$ cat config.mk
export PLATFORM = sky130hd
export DESIGN_NAME = nodeset_req_router
export DESIGN_NICKNAME = d
export VERILOG_FILES = /design/src/rtl/nodeset_pkg.sv /design/src/rtl/rr_arbiter.sv /design/src/rtl/nodeset_req_router.sv
export SDC_FILE = /design/constraint.sdc
export NUM_CORES = 2
export LEC_CHECK = 0
export CORE_ASPECT_RATIO = 1.4
export CORE_MARGIN = 2
export CORE_UTILIZATION = 35
export CTS_CLUSTER_DIAMETER = 50
export DETAILED_ROUTE_END_ITERATION = 12
export PLACE_DENSITY_LB_ADDON = 0.12
export SYNTH_ARGS = -nofsm -noshare
export SYNTH_HDL_FRONTEND = slang
export SYNTH_SLANG_ARGS = --single-unit
$ cat constraint.sdc
create_clock -name clk -period 7.6 [get_ports clk]
set_clock_uncertainty 0.1 [all_clocks]
set_input_delay 1.52 -clock clk [delete_from_list [all_inputs] [get_ports clk]]
set_output_delay 1.52 -clock clk [all_outputs]
set_load 0.01 [all_outputs]
$ cat src/rtl/nodeset_pkg.sv
// Shared types and helpers for the nodeset request fabric: tag widths,
// global phase encoding and tag field extraction.
package nodeset_pkg;

   localparam int NODE_TAG_W  = 12;
   localparam int LOCAL_TAG_W = 6;
   localparam int SET_IDX_W   = NODE_TAG_W - LOCAL_TAG_W;

   typedef enum logic [1:0] {
      PH_LOAD  = 2'd0,
      PH_MARK  = 2'd1,
      PH_COUNT = 2'd2,
      PH_DONE  = 2'd3
   } phase_e;

   function automatic logic [SET_IDX_W-1:0] set_idx(input logic [NODE_TAG_W-1:0] tag);
      return tag[NODE_TAG_W-1:LOCAL_TAG_W];
   endfunction

   function automatic logic [LOCAL_TAG_W-1:0] local_tag(input logic [NODE_TAG_W-1:0] tag);
      return tag[LOCAL_TAG_W-1:0];
   endfunction

endpackage

$ cat src/rtl/rr_arbiter.sv
// Round-robin arbiter: grants the first requester at or after ptr, wrapping
// modulo N. Purely combinational; the caller owns the pointer register.
module rr_arbiter #(
   parameter int N  = 8,
   parameter int IW = (N > 1) ? $clog2(N) : 1
) (
   input  logic [N-1:0]  req,
   input  logic [IW-1:0] ptr,
   output logic [N-1:0]  gnt,
   output logic [IW-1:0] gnt_idx
);

   localparam logic [IW:0] N_W = (IW+1)'(N);

   logic          found_s;
   logic [IW:0]   pos_s;

   // Scan N positions starting at ptr and keep the first active requester.
   always_comb begin
      gnt     = '0;
      gnt_idx = '0;
      found_s = 1'b0;
      pos_s   = '0;
      for (int i = 0; i < N; i++) begin
         pos_s = {1'b0, ptr} + (IW+1)'(i);
         if (pos_s >= N_W) begin
            pos_s = pos_s - N_W;
         end else begin
            pos_s = pos_s;
         end
         if (!found_s && req[pos_s[IW-1:0]]) begin
            gnt[pos_s[IW-1:0]] = 1'b1;
            gnt_idx            = pos_s[IW-1:0];
            found_s            = 1'b1;
         end else begin
            found_s = found_s;
         end
      end
   end

endmodule

$ cat src/rtl/nodeset_req_router.sv
// Inter-nodeset request router with per-destination round-robin arbitration
// and the global load/mark/count/done phase sequencer. Optional ROUTER_STATS_EN.
module nodeset_req_router
   import nodeset_pkg::*;
#(
   parameter int NUM_SETS     = 8,
   parameter int NUM_PATHS_DW = 16,
   parameter int QUIET_CYCLES = 4
) (
   input  logic                             clk,
   input  logic                             rst,
   input  logic [NUM_SETS-1:0]              i_src_vld,
   input  logic [NUM_SETS*NODE_TAG_W-1:0]   i_src_nodenum,
   input  logic [NUM_SETS*NUM_PATHS_DW-1:0] i_src_paths,
   output logic [NUM_SETS-1:0]              o_src_ack,
   output logic [NUM_SETS-1:0]              o_dst_vld,
   output logic [NUM_SETS*LOCAL_TAG_W-1:0]  o_dst_nodenum,
   output logic [NUM_SETS*NUM_PATHS_DW-1:0] o_dst_paths,
   input  logic [NUM_SETS-1:0]              i_reqs_complete,
   input  logic                             i_list_done,
   output logic                             o_start_counting,
   output logic                             o_done
`ifdef ROUTER_STATS_EN
   ,
   output logic [31:0]                      o_grant_cnt,
   output logic [31:0]                      o_stall_cnt,
   output logic                             o_bad_dst
`endif
);

   localparam int SEL_W = $clog2(NUM_SETS);
   localparam int QW    = $clog2(QUIET_CYCLES + 1);
   localparam int BW    = $clog2(QUIET_CYCLES + 3);
   localparam logic [QW-1:0]    QUIET_MAX = QW'(QUIET_CYCLES);
   localparam logic [BW-1:0]    BLANK_MAX = BW'(QUIET_CYCLES + 2);
   localparam logic [SEL_W-1:0] LAST_SET  = SEL_W'(NUM_SETS - 1);

   logic [NODE_TAG_W-1:0]   src_tag_s   [NUM_SETS];
   logic [NUM_PATHS_DW-1:0] src_paths_s [NUM_SETS];
   logic [NUM_SETS-1:0]     req_s       [NUM_SETS];
   logic [NUM_SETS-1:0]     gnt_s       [NUM_SETS];
   logic [SEL_W-1:0]        gnt_idx_s   [NUM_SETS];
   logic [SEL_W-1:0]        ptr_r       [NUM_SETS];
   logic [LOCAL_TAG_W-1:0]  dst_tag_r   [NUM_SETS];
   logic [NUM_PATHS_DW-1:0] dst_paths_r [NUM_SETS];
   logic [NUM_SETS-1:0]     dst_vld_r;
   logic [NUM_SETS-1:0]     ack_s;
   logic                    busy_s;
   phase_e                  phase_r;
   logic [QW-1:0]           quiet_r;
   logic [BW-1:0]           blank_r;
   logic                    start_r;
   logic                    done_r;

   genvar g;
   generate
      for (g = 0; g < NUM_SETS; g++) begin : g_lane
         assign src_tag_s[g]   = i_src_nodenum[g*NODE_TAG_W +: NODE_TAG_W];
         assign src_paths_s[g] = i_src_paths[g*NUM_PATHS_DW +: NUM_PATHS_DW];
         assign o_dst_nodenum[g*LOCAL_TAG_W +: LOCAL_TAG_W]   = dst_tag_r[g];
         assign o_dst_paths[g*NUM_PATHS_DW +: NUM_PATHS_DW]   = dst_paths_r[g];

         rr_arbiter #(.N(NUM_SETS), .IW(SEL_W)) u_arb (
            .req     (req_s[g]),
            .ptr     (ptr_r[g]),
            .gnt     (gnt_s[g]),
            .gnt_idx (gnt_idx_s[g])
         );
      end
   endgenerate

   // Request matrix: req_s[d][s] when source s is valid and its tag selects d.
   always_comb begin
      for (int d = 0; d < NUM_SETS; d++) begin
         for (int s = 0; s < NUM_SETS; s++) begin
            req_s[d][s] = i_src_vld[s] && (set_idx(src_tag_s[s]) == SET_IDX_W'(d));
         end
      end
   end

   // A source targets a single destination, so OR-ing all grants gives its ack.
   always_comb begin
      ack_s = '0;
      for (int d = 0; d < NUM_SETS; d++) begin
         ack_s = ack_s | gnt_s[d];
      end
   end

   assign o_src_ack = rst ? '0 : ack_s;
   assign busy_s    = (|i_src_vld) | (|dst_vld_r) | ~(&i_reqs_complete);

   // Register each destination's granted request for one cycle; advance its pointer.
   always_ff @(posedge clk) begin
      if (rst) begin
         dst_vld_r <= '0;
         for (int d = 0; d < NUM_SETS; d++) begin
            ptr_r[d]       <= '0;
            dst_tag_r[d]   <= '0;
            dst_paths_r[d] <= '0;
         end
      end else begin
         for (int d = 0; d < NUM_SETS; d++) begin
            if (|gnt_s[d]) begin
               dst_vld_r[d]   <= 1'b1;
               dst_tag_r[d]   <= local_tag(src_tag_s[gnt_idx_s[d]]);
               dst_paths_r[d] <= src_paths_s[gnt_idx_s[d]];
               ptr_r[d]       <= (gnt_idx_s[d] == LAST_SET) ? '0 : gnt_idx_s[d] + SEL_W'(1);
            end else begin
               dst_vld_r[d] <= 1'b0;
            end
         end
      end
   end

   // Phase sequencer with quiescence counter and post-start blanking window.
   always_ff @(posedge clk) begin
      if (rst) begin
         phase_r <= PH_LOAD;
         quiet_r <= '0;
         blank_r <= '0;
         start_r <= 1'b0;
         done_r  <= 1'b0;
      end else begin
         if (busy_s) begin
            quiet_r <= '0;
         end else if (quiet_r != QUIET_MAX) begin
            quiet_r <= quiet_r + QW'(1);
         end else begin
            quiet_r <= quiet_r;
         end
         case (phase_r)
            PH_LOAD: begin
               if (i_list_done) begin
                  phase_r <= PH_MARK;
                  quiet_r <= '0;
               end
            end
            PH_MARK: begin
               if (quiet_r == QUIET_MAX) begin
                  phase_r <= PH_COUNT;
                  start_r <= 1'b1;
                  quiet_r <= '0;
                  blank_r <= '0;
               end
            end
            PH_COUNT: begin
               start_r <= 1'b1;
               // Nodesets need a few cycles to react to start before idle means done.
               if (blank_r != BLANK_MAX) begin
                  blank_r <= blank_r + BW'(1);
               end else if (quiet_r == QUIET_MAX) begin
                  phase_r <= PH_DONE;
                  done_r  <= 1'b1;
               end
            end
            PH_DONE: begin
               start_r <= 1'b1;
               done_r  <= 1'b1;
            end
            default: begin
               phase_r <= PH_LOAD;
            end
         endcase
      end
   end

   assign o_dst_vld        = dst_vld_r;
   assign o_start_counting = start_r;
   assign o_done           = done_r;

`ifdef ROUTER_STATS_EN
   logic [31:0] grant_cnt_r;
   logic [31:0] stall_cnt_r;
   logic        bad_dst_r;
   logic        bad_s;

   // Flag any valid source whose set index names a nonexistent nodeset.
   always_comb begin
      bad_s = 1'b0;
      for (int s = 0; s < NUM_SETS; s++) begin
         if (i_src_vld[s] && ({1'b0, set_idx(src_tag_s[s])} >= (SET_IDX_W+1)'(NUM_SETS))) begin
            bad_s = 1'b1;
         end else begin
            bad_s = bad_s;
         end
      end
   end

   // Wrapping grant/stall counters and sticky bad-destination flag.
   always_ff @(posedge clk) begin
      if (rst) begin
         grant_cnt_r <= 32'd0;
         stall_cnt_r <= 32'd0;
         bad_dst_r   <= 1'b0;
      end else begin
         grant_cnt_r <= grant_cnt_r + 32'($countones(ack_s));
         stall_cnt_r <= stall_cnt_r + 32'($countones(i_src_vld & ~ack_s));
         bad_dst_r   <= bad_dst_r | bad_s;
      end
   end

   assign o_grant_cnt = grant_cnt_r;
   assign o_stall_cnt = stall_cnt_r;
   assign o_bad_dst   = bad_dst_r;
`endif

endmodule

==> key figures <==
Power
  – Sequential share of power: 13.1%
  – Tot Pwr: 0.0184 W
  – Worst vdd ir: 0.446 mV
  – Internal power: 0.00870 W
  – Sw frac: 52.6%
  – Clk network pwr share: 8.7%
  – P_sw: 0.00965 W
  – Combinational share of power: 78.2%
  – Pleak: 18.6 nW
  – PwrDens: 390 mW/mm²

Synth
  – Syn Area/Cell: 7.92 µm²
  – Post-synthesis mux area share: 24.3%
  – Main synth FF type: edfxtp_1
  – Seq/Total Area, Yosys: 17.8%
  – Synth unique cells: 105
  – Synth Net Count: 4844
  – XOR/XNOR Fraction of Synth Area: 0.806%
  – Synth Area in Compound Gates: 24.0%
  – Post-synth ARST share: 0%
  – Largest family of logic cells by synthesized area: multiplexers
  – Mapped Cells: 4528
  – Syn Std Cell Area: 0.0359 mm²
  – #FFs+latches synth: 218
  – Post-Synth Simple-Gate Area: 22.7%
  – Adder-Cell Fraction of Synth Area: 2.55%
  – EDFF count, synth: 200
  – YS warnings: 0

STA
  – Fmax: 133 MHz
  – Worst Tran Pin Value: 1.20 ns
  – RSZ-0062 raised after global routing: no
  – Hold slack: 0.352 ns
  – Pins over their slew limit: 0
  – Final worst-path cycle share: 98.8%
  – Final setup vio count: 0
  – Slew margin rel.: 19.8%
  – Final Hold Violating Endpoints: 0
  – Tmin final: 7.51 ns

Flow run
  – Total of max-cap violations: 0

Floorplan
  – Ports: 437
  – Die W: 275 µm
  – Initial Util: 35.4%
  – Die height: 383 µm
  – Core area: 0.101 mm²
  – Die area: 0.105 mm²
  – Row count: 138

Worst setup path
  – Critical Path End Type: output pin
  – Terminus of the critical flop-to-flop path: dst_paths_r[0][10]$_SDFFCE_PN0P_
  – Crit path largest cell delay: 0.51 ns
  – Most used cell, CP: buf_4
  – R2R setup slack: 2.06 ns
  – FF-to-FF path depth: 16
  – CP max FO: 8
  – CP arrival: 5.89 ns
  – Worst path depth: 18
  – Critical R2R Launch: ptr_r[0][2]$_SDFFCE_PP0P_
  – Family with the most delay on the worst path: buffers and inverters
  – Slowest-stage cell, CP: or4_1
  – Worst setup path endpoint: o_src_ack[1]
  – Required @ worst endpoint: 5.98 ns
  – CP Cell Sequence: clkdlybuf4s50_1, or4_1, buf_4, nor3_4, buf_12, mux2i_1, buf_4, mux4_2, buf_4, buf_4, nand3_1, o32ai_1, a2bb2oi_1, o211a_1, nand3_2, nor3_2, a31oi_2, dlygate4sd2_1
  – Critical path class: input pin to output pin
  – Crit. Startpoint: i_src_nodenum[35]
  – Startpoint Class: input pin
  – WP buf/inv: 7

Layout
  – Final Non-Filler Cells: 6562
  – Layout Nets: 5490
  – Share of cells above drive strength 1: 23.1%
  – Most frequent cells in the layout: buf_4, nand2_1, clkdlybuf4s50_1
  – Filler instances: 10100
  – Fin util: 46.4%
  – Commonest non-fill, non-tap cell in the layout: buf_4
  – Area growth from synthesis to layout: 31.2%

Clock network
  – Post-CTS Hold Buffers: 0
  – Clock transition at path regs: 0.06 ns
  – Cts bufs inserted: 34
  – Worst-skew pair later-pin latency: 0.59 ns
  – Bufs on Longest Clock Path: 3
  – Clock tree from TritonCTS: done
  – Number of H-tree branching levels: 2
  – Num Clock Sinks: 218
  – Clock Tree Root: clkbuf_16

Run status
  – Outcome: completed

Global routing
  – Global route overflow: 0
  – GRT Util Overall: 40.1%
  – Pin count of the biggest net entering global routing: 101
  – Number of global-route vias before repair: 42000
  – Initial antenna violation count: 70
  – Global-route wire length before repair: 305000 µm

Route
  – WL final: 217000 µm
  – Remaining DRCs: 0
  – Per-cell routed wire length: 33.1 µm
  – Drt first pass iters: 9
  – Via density: 6.63
  – 1st-iter DRT viols: 5027
  – Vias: 43500
  – Final ANT Viol Nets: 0

Place
  – Count of input and output buffers: 436
  – Hpwl dp: 166000 µm
  – Placed insts: 6462
  – Global placer's final weighted congestion: 1.09

Min path
  – Worst Hold Class: register to register
[worst min-delay path by stage]
stage / startpoint / depth (start not counted) / to
2_1_floorplan: o_done$_SDFFE_PP0P_ / 2 / o_done$_SDFFE_PP0P_
3_3_place_gp: o_done$_SDFFE_PP0P_ / 2 / o_done$_SDFFE_PP0P_
3_5_place_dp: o_done$_SDFFE_PP0P_ / 2 / o_done$_SDFFE_PP0P_
4_1_cts: o_done$_SDFFE_PP0P_ / 2 / o_done$_SDFFE_PP0P_
5_1_grt: o_done$_SDFFE_PP0P_ / 2 / o_done$_SDFFE_PP0P_
6_report: o_done$_SDFFE_PP0P_ / 2 / o_done$_SDFFE_PP0P_
[logic make-up (layout without fill, tap and decap cells)]
logic type / after synthesis / count (layout)
AND/OR/NAND/NOR: 1662 / 1662
flip-flops: 218 / 218
multiplexers: 664 / 664
adder cells (fa/ha/maj): 73 / 73
buffers and inverters: 631 / 1299
XOR/XNOR: 33 / 33
other: 0 / 36
AO/OA/AOI/OAI: 1247 / 1247
[flip-flops by register name, summed over array words and instances (netlist names)]
name / cells
phase_r: 2
o_start_counting: 1
ptr_r: 24
quiet_r: 3
dst_tag_r: 48
o_done: 1
o_dst_vld: 8
blank_r: 3
dst_paths_r: 128
[synth_stat cells (16+ instances only)]
master / count / share of area (%)
a211o_1: 28 / 0.68
a211oi_1: 59 / 1.2
a21boi_0: 22 / 0.46
a21o_1: 19 / 0.40
a21oi_1: 222 / 3.1
a221oi_1: 55 / 1.3
a22o_1: 48 / 1.2
a22oi_1: 19 / 0.40
a311o_1: 22 / 0.61
a31oi_1: 32 / 0.56
and2_1: 34 / 0.59
and3_1: 61 / 1.1
buf_1: 45 / 0.47
buf_2: 148 / 2.1
buf_4: 27 / 0.57
buf_6: 17 / 0.53
clkbuf_1: 286 / 3.0
clkbuf_2: 25 / 0.35
dfxtp_1: 18 / 1.0
edfxtp_1: 200 / 17
ha_1: 73 / 2.5
inv_1: 61 / 0.64
mux2_2: 122 / 3.8
mux2i_1: 388 / 11
mux4_2: 152 / 9.5
nand2_1: 542 / 5.7
nand2b_1: 25 / 0.44
nand3_1: 252 / 3.5
nand4_1: 48 / 0.84
nor2_1: 272 / 2.8
nor2b_1: 55 / 0.96
nor3_1: 165 / 2.3
nor3b_1: 29 / 0.61
nor4_1: 35 / 0.61
o211ai_1: 77 / 1.6
o21a_1: 41 / 0.86
o21ai_0: 174 / 2.4
o221ai_1: 59 / 1.4
o22ai_1: 209 / 3.6
o311ai_1: 21 / 0.51
or2_1: 29 / 0.51
xnor2_1: 17 / 0.42
xor2_1: 16 / 0.39
[layout make-up]
| type | count | area (µm²) | share of cell area (%) |
|---|---|---|---|
| Antenna cell | 36 | 90.1 | 0.191 |
| Clock buffer | 38 | 897 | 1.91 |
| Tap cell | 1330 | 1660 | 3.54 |
| Timing Repair Buffer | 1158 | 10200 | 21.7 |
| Clock inverter | 20 | 199 | 0.423 |
| Multi-Input combinational cell | 3679 | 27300 | 58.0 |
| Sequential cell | 218 | 6370 | 13.5 |
| Inverter | 83 | 312 | 0.662 |
[timing repair]
action / in CTS / in global routing
endpoints found under the setup margin: 8 / 7
buffers inserted: 4 / 2
gates resized for setup: 53 / 39
pin swaps: 7 / 6
[through the flow]
stage / TNS [ns] / instance area, µm² / setup WS [ns]
final: 0 / 47000 / 0.0916
after floorplan: 0 / 35900 / 1.21
after global routing: 0 / 47000 / 0.00497
after detailed placement: -3.40 / 45400 / -0.522
after CTS: 0 / 46800 / 0.000496
after global placement: -3.77 / 45400 / -0.579
[power groups by stage]
stage                     combinational, W  clock, W  sequential, W
after global routing                0.0150   0.00165        0.00244
after detailed placement            0.0139         0        0.00241
after global placement              0.0139         0        0.00242
after floorplan                    0.00845         0        0.00248
final                               0.0144   0.00160        0.00240
after CTS                           0.0141   0.00162        0.00240
[per-layer routing]
metal	global-route usage [%]	wire length, µm	share of wire [%]	vias to the layer above
met5	1.22	230	0.11	-
met4	38.6	25600	12	36
met3	9.75	20200	9.3	916
met2	64.6	99400	46	2755
met1	42.2	72100	33	21000
li1	-	-	-	18800
[worst register-to-register path, cell delays in order, from the launching register on]
cell and delay [ns]:
edfxtp_1 0.70, inv_1 0.28, ha_1 0.43, inv_1 0.17, mux4_2 0.56, nor4bb_1 0.29, buf_4 0.21, nand4_1 0.14
buf_4 0.19, o211ai_1 0.09, a211oi_1 0.07, a21oi_1 0.60, nand2b_1 0.20, buf_4 0.39, o22ai_1 0.19, nor3_1 0.59
buf_4 0.23
Power figures use the tool's default switching activity.
